$ cat src/rtl/acc_stream_rx_pkg.sv
// Shared defaults and counter types for the accumulator stream receiver.
package acc_stream_rx_pkg;

  localparam int          DATA_W_DEF = 8;
  localparam int          DEPTH_DEF  = 8;
  localparam logic [7:0]  STEP_DEF   = 8'h02;

  localparam int RX_CNT_W  = 16;
  localparam int ERR_CNT_W = 8;

  typedef logic [RX_CNT_W-1:0]  rx_cnt_t;
  typedef logic [ERR_CNT_W-1:0] err_cnt_t;

  // Saturating increments, so both counters stick at all-ones.
  function automatic rx_cnt_t rx_cnt_inc(input rx_cnt_t v);
    return (v == '1) ? v : v + rx_cnt_t'(1);
  endfunction

  function automatic err_cnt_t err_cnt_inc(input err_cnt_t v);
    return (v == '1) ? v : v + err_cnt_t'(1);
  endfunction

endpackage

$ cat src/rtl/acc_stream_rx_sync_fifo.sv
// Show-ahead synchronous FIFO with a synchronous active-low reset.
// The head word is presented combinationally; reads on empty are ignored
// and writes on full are accepted only when a read frees a slot that cycle.
module sync_fifo
  import acc_stream_rx_pkg::*;
#(
  parameter int DATA_W = DATA_W_DEF,
  parameter int DEPTH  = DEPTH_DEF
) (
  input  logic              clk,
  input  logic              rst,
  input  logic              wr_en,
  input  logic [DATA_W-1:0] wr_data,
  input  logic              rd_en,
  output logic [DATA_W-1:0] rd_data,
  output logic              empty,
  output logic              full
);

  localparam int AW = $clog2(DEPTH);

  logic [DATA_W-1:0] mem_q [DEPTH];
  logic [AW:0]       wr_ptr_q, wr_ptr_d;
  logic [AW:0]       rd_ptr_q, rd_ptr_d;
  logic              do_wr;
  logic              do_rd;

  // The extra pointer bit tells full apart from empty when the indices match.
  assign empty = (wr_ptr_q == rd_ptr_q);
  assign full  = (wr_ptr_q[AW] != rd_ptr_q[AW]) &&
                 (wr_ptr_q[AW-1:0] == rd_ptr_q[AW-1:0]);

  assign do_rd = rd_en & ~empty;
  assign do_wr = wr_en & (~full | do_rd);

  // Head word is forced to zero while empty so the output is clean out of reset.
  assign rd_data = empty ? '0 : mem_q[rd_ptr_q[AW-1:0]];

  // Next-state pointers; indices wrap naturally because DEPTH is a power of two.
  always_comb begin
    // NOTE: every variable assigned in always_comb gets a default first, so no path leaves it unassigned and no latch is inferred.
    wr_ptr_d = wr_ptr_q;
    rd_ptr_d = rd_ptr_q;
    if (do_wr) wr_ptr_d = wr_ptr_q + (AW+1)'(1);
    if (do_rd) rd_ptr_d = rd_ptr_q + (AW+1)'(1);
  end

  // Pointer registers.
  always_ff @(posedge clk) begin
    // NOTE: sequential state uses non-blocking assignments so every flop samples pre-edge values.
    if (!rst) begin
      wr_ptr_q <= '0;
      rd_ptr_q <= '0;
    end else begin
      wr_ptr_q <= wr_ptr_d;
      rd_ptr_q <= rd_ptr_d;
    end
  end

  // Storage array write port.
  always_ff @(posedge clk) begin
    // NOTE: the storage array has no reset; emptying is done by the pointers, which keeps it a plain RAM.
    if (do_wr) mem_q[wr_ptr_q[AW-1:0]] <= wr_data;
  end

endmodule

$ cat src/rtl/acc_stream_rx.sv
// Receiving end of the accumulator test stream. Synchronises the asynchronous
// strobe and data, captures a word on each armed strobe rising edge, buffers
// it in a show-ahead FIFO and checks that consecutive words advance by STEP.
module acc_stream_rx
  import acc_stream_rx_pkg::*;
#(
  parameter int              DATA_W = DATA_W_DEF,
  parameter int              DEPTH  = DEPTH_DEF,
  parameter logic [DATA_W-1:0] STEP = DATA_W'(STEP_DEF)
) (
  input  logic                 clk,
  input  logic                 rst,
  input  logic [DATA_W-1:0]    in_data,
  input  logic                 in_strobe,
  input  logic                 rd_en,
  output logic [DATA_W-1:0]    rd_data,
  output logic                 rd_valid,
  output logic                 full,
  output logic                 overflow,
  output logic [RX_CNT_W-1:0]  rx_count,
  output logic [ERR_CNT_W-1:0] err_count
);

  // Synchroniser chains. fill_q marks which strobe stages hold real samples
  // rather than reset zeros, so arming only trusts a genuinely low s3.
  logic              s1_q, s2_q, s3_q;
  logic [DATA_W-1:0] d1_q, d2_q;
  logic [2:0]        fill_q;

  logic              armed_q, armed_d;
  logic              rise;
  logic              capture;

  logic              chk_armed_q, chk_armed_d;
  logic [DATA_W-1:0] prev_q, prev_d;
  logic [DATA_W-1:0] expected;
  rx_cnt_t           rx_cnt_q, rx_cnt_d;
  err_cnt_t          err_cnt_q, err_cnt_d;
  logic              ovf_q, ovf_d;

  logic              fifo_empty;
  logic              fifo_full;

  // Strobe and data synchronisers plus the fill marker.
  always_ff @(posedge clk) begin
    if (!rst) begin
      s1_q   <= 1'b0;
      s2_q   <= 1'b0;
      s3_q   <= 1'b0;
      d1_q   <= '0;
      d2_q   <= '0;
      fill_q <= '0;
    end else begin
      s1_q   <= in_strobe;
      s2_q   <= s1_q;
      s3_q   <= s2_q;
      d1_q   <= in_data;
      d2_q   <= d1_q;
      fill_q <= {fill_q[1:0], 1'b1};
    end
  end

  assign rise    = s2_q & ~s3_q;
  assign capture = rise & armed_q;
  assign armed_d = armed_q | (fill_q[2] & ~s3_q);

  // Edge arming: a strobe already high at reset release never captures.
  always_ff @(posedge clk) begin
    if (!rst) armed_q <= 1'b0;
    else      armed_q <= armed_d;
  end

  assign expected = prev_q + STEP;

  // Checker, counters and overflow next-state.
  always_comb begin
    prev_d      = prev_q;
    chk_armed_d = chk_armed_q;
    rx_cnt_d    = rx_cnt_q;
    err_cnt_d   = err_cnt_q;
    ovf_d       = ovf_q;
    if (capture) begin
      rx_cnt_d    = rx_cnt_inc(rx_cnt_q);
      prev_d      = d2_q;
      chk_armed_d = 1'b1;
      if (chk_armed_q && (d2_q != expected)) err_cnt_d = err_cnt_inc(err_cnt_q);
      if (fifo_full && !rd_en) ovf_d = 1'b1;
    end
  end

  // Checker, counter and overflow registers.
  always_ff @(posedge clk) begin
    if (!rst) begin
      prev_q      <= '0;
      chk_armed_q <= 1'b0;
      rx_cnt_q    <= '0;
      err_cnt_q   <= '0;
      ovf_q       <= 1'b0;
    end else begin
      prev_q      <= prev_d;
      chk_armed_q <= chk_armed_d;
      rx_cnt_q    <= rx_cnt_d;
      err_cnt_q   <= err_cnt_d;
      ovf_q       <= ovf_d;
    end
  end

  sync_fifo #(
    .DATA_W (DATA_W),
    .DEPTH  (DEPTH)
  ) u_fifo (
    .clk     (clk),
    .rst     (rst),
    .wr_en   (capture),
    .wr_data (d2_q),
    .rd_en   (rd_en),
    .rd_data (rd_data),
    .empty   (fifo_empty),
    .full    (fifo_full)
  );

  assign rd_valid  = ~fifo_empty;
  assign full      = fifo_full;
  assign overflow  = ovf_q;
  assign rx_count  = rx_cnt_q;
  assign err_count = err_cnt_q;

endmodule

$ cat config.mk
export PLATFORM = sky130hd
export DESIGN_NAME = acc_stream_rx
export DESIGN_NICKNAME = d
export VERILOG_FILES = /design/src/rtl/acc_stream_rx_pkg.sv /design/src/rtl/acc_stream_rx_sync_fifo.sv /design/src/rtl/acc_stream_rx.sv
export SDC_FILE = /design/constraint.sdc
export NUM_CORES = 1
export LEC_CHECK = 0
export CORE_UTILIZATION = 57
export CTS_CLUSTER_DIAMETER = 200
export DETAILED_ROUTE_END_ITERATION = 8
export GPL_ROUTABILITY_DRIVEN = 0
export PLACE_DENSITY = 0.9
export SLEW_MARGIN = 40
export SYNTH_ARGS = -nofsm -noshare
export SYNTH_HDL_FRONTEND = slang
export SYNTH_SLANG_ARGS = --single-unit
$ cat constraint.sdc
create_clock -name clk -period 2.7 [get_ports clk]
set_input_delay 0.54 -clock clk [delete_from_list [all_inputs] [get_ports clk]]
set_output_delay 0.54 -clock clk [all_outputs]
set_load 0.05 [all_outputs]
==> results.toml <==
[logic_synthesis]
synth_common_cells = "68 x dfxtp_1, 64 x edfxtp_1, 44 x nor2_1"
synth_seq_cells = 132
synth-edff-count = 64
synthTopCellsByArea = "edfxtp_1 36%, dfxtp_1 26%, mux4_2 6.8%"
synth_warnings = 0
yosysSeqAreaShare_pct = 62.2
synth.most_common_cell = "dfxtp_1"
synth_top_area_share_pct = 36.4
yosysTopAreaCell = "edfxtp_1"
synth.distinct_cells = 49
syn_area_um2 = 5280
ys.flop_type = "dfxtp_1"
async_flop_share_pct = 0
synth_nets = 427
synthCells = 410
avgSynthCellArea_um2 = 12.9

[grt]
grt_pass1_vias = 3518
antenna_found_initial = 0
gr-total-overflow = 0
grt_pass1_wl_mm = 17.5
track_usage_pct = 24.0
grt_start_max_net_pins = 33

[sta]
period_share_pct = 98.7
setup-violations-final = 0
slew-limit-headroom_pct = 64.9
hold_ws_ns = 0.429
period_needed_ns = 2.67
tightest_slew_ns = 0.527
tns_ns = 0
finClkSkew_ns = 0.00924
timing.fmax_ghz = 0.375
drv_slew = 0
fin_ws_ns = 0.0343
hold_violations = 0
rsz0062_at_grt = "false"

[worst_setup_path]
crit_type = "flop to output port"
crit_start = "u_fifo.wr_ptr_q[2]"
crit_path_end = "rd_data[7]"
slowest_delay_ns = 0.53
cp_slowest_cell = "dfxtp_1"
crit_cells = 5
cp_common_cell = "buf_4"
r2r-end = "u_fifo.mem_q[0][6]"
worst-path-max-fanout = 9
crit_buf_inv = 2
setup.worst_path.end_class = "output port"
reg2reg_slack_ns = 0.39
r2r-start = "u_fifo.wr_ptr_q[2]"
r2r_cells = 6
worstPathRequired_ns = 2.16
crit_family = "flip-flops"
cp_cell_sequence = "xor2_1, nor4b_2, buf_4, nor2_1, buf_4"
arrival_ns = 2.13
worstSetupStartpointType = "flop"

[cts]
cts_tree = "built"
cts.htree.levels = 4
cts_num_sinks = 132
post-cts-setup-buffers = 0
clkTransAtPathRegs_ns = 0.06
cts_buffers = 17
cts-root-buf = "clkbuf_8"
cts_buffer_depth = 2
clk_latency_ns = 0.52

[floorplan]
dieArea_um2 = 9660
ioPinCount = 47
core_area_um2 = 8850
die_x_um = 98.3
initial_core_util_pct = 59.7
fp-row-count = 34
die_y_um = 98.3

[power]
ir_worst_vdd_mv = 0.481
intPower_mw = 3.49
pwr-share-seq_pct = 48.8
power_frac_clock_pct = 48.9
switching_share_pct = 20.2
p_leak_nw = 2.29
finalPower_mw = 4.37
p_per_area_nw_per_um2 = 676
p_switching_uw = 881
combPwrFrac_pct = 2.3

[run]
cap_violations = 0

[route]
via_count = 3465
wirelength_mm = 10.8
drc = 0
dr.pass1.iters = 6
drt-vias-per-instance = 5.82
drtAntennaViolNets = 0
drt-initial-drc-count = 173
wl_per_cell_um = 18.2

[layout]
drive_gt1_share_pct = 17.7
n_antenna_cell = 0
postLayoutCellArea_um2 = 6460
postLayoutCoreUtil_pct = 73.1
nets = 491
areaGrowthSynthToFinish_pct = 22.4
instances_no_fill = 595

[placement]
hpwl_mm = 6.99
port-buffer-count = 46
placedCellCount = 563
post_dp_cell_area_um2 = 5900
pre_cts_ws_ns = 0.350

[status]
status = "finished, final reports clean"

[min_path]
hold_path_class = "flop to flop"
-- kinds of logic after synthesis --
| kind of cell | Yosys count | synth area share, % |
|---|---|---|
| AO/OA/AOI/OAI | 32 | 4.78 |
| XOR/XNOR | 34 | 5.64 |
| adder cells (fa/ha/maj) | 5 | 1.18 |
| buffers and inverters | 25 | 1.99 |
| flip-flops | 132 | 62.2 |
| multiplexers | 28 | 9.10 |
| AND/OR/NAND/NOR | 154 | 15.2 |
-- layout by cell type, fill, tap and decap left out, types with 2 or more instances in the layout --
cell	n
clkbuf_8	2
clkdlybuf4s50_1	36
a21oi_1	14
ha_1	5
inv_1	8
a311oi_1	3
and4_1	2
xnor2_1	16
edfxtp_1	64
clkinv_2	5
nand2b_1	5
and3_1	3
and2_1	22
nand4_1	10
clkbuf_1	4
mux4_2	16
nand3_1	16
nand2_1	31
dfxtp_1	67
nor2_1	44
nor3_1	5
or3_1	2
buf_4	25
clkinvlp_4	2
clkbuf_16	16
o21ai_0	4
bufinv_16	2
mux2i_1	12
nor2b_1	2
xor2_1	18
-- worst reg2reg max path: cells and delay by family (launching register included) --
family,cells,cell delay (ns)
buffers and inverters,1,0.21
AO/OA/AOI/OAI,1,0.24
XOR/XNOR,1,0.37
flip-flops,1,0.53
AND/OR/NAND/NOR,3,0.65
-- power groups by stage --
stage,clock network [mW],registers (mW),logic [mW]
after floorplan,0,2.16,0.0637
after global placement,0,2.17,0.0979
after detailed placement,0,2.17,0.101
after CTS,2.16,2.13,0.103
after global routing,2.23,2.13,0.111
final,2.13,2.13,0.102
-- timing repair --
action | 4_1_cts | 5_1_grt
pin swaps | 0 | 0
hold buffers | 0 | 0
endpoints found under the setup margin | 2 | 9
resized for setup | 1 | 2
-- how the worst min path moves through the flow --
stage	cells past startpoint	slack, ns	start	to
after detailed placement	1	0.42	d1_q[7]	d2_q[7]
after floorplan	1	0.41	d1_q[0]	d2_q[0]
after CTS	1	0.43	d1_q[7]	d2_q[7]
after global routing	1	0.44	s1_q	s2_q
after global placement	1	0.41	s1_q	s2_q
final	1	0.43	d1_q[7]	d2_q[7]
-- per-layer routing --
layer / GRT usage, % / share of wire [%] / wire length [um] / vias to the layer above
met3: 6.08 / 5.1 / 551 / 23
met1: 28.4 / 41 / 4470 / 1717
met5: 0 / 0 / 0 / -
met2: 41.0 / 51 / 5540 / 124
met4: 11.9 / 2.4 / 258 / 0
li1: - / - / - / 1601
-- area by class of cell --
type / count / area (um^2)
tap: 108 / 135
sequential: 132 / 3280
fill: 564 / 2380
multi-input combinational: 253 / 1900
clock buffer: 22 / 443
timing repair buffer: 62 / 563
clock inverter: 10 / 109
inverter: 8 / 30.0
-- flip-flops by register name, indices dropped and copies added (netlist names), 3 cells and up, named ones only --
name and flops:
d1_q 8, d2_q 8, err_count 8, fill_q 3, prev_q 8, rx_count 16
u_fifo.mem_q 64, u_fifo.rd_ptr_q 4, u_fifo.wr_ptr_q 4
(Power assumes the default switching activity.)
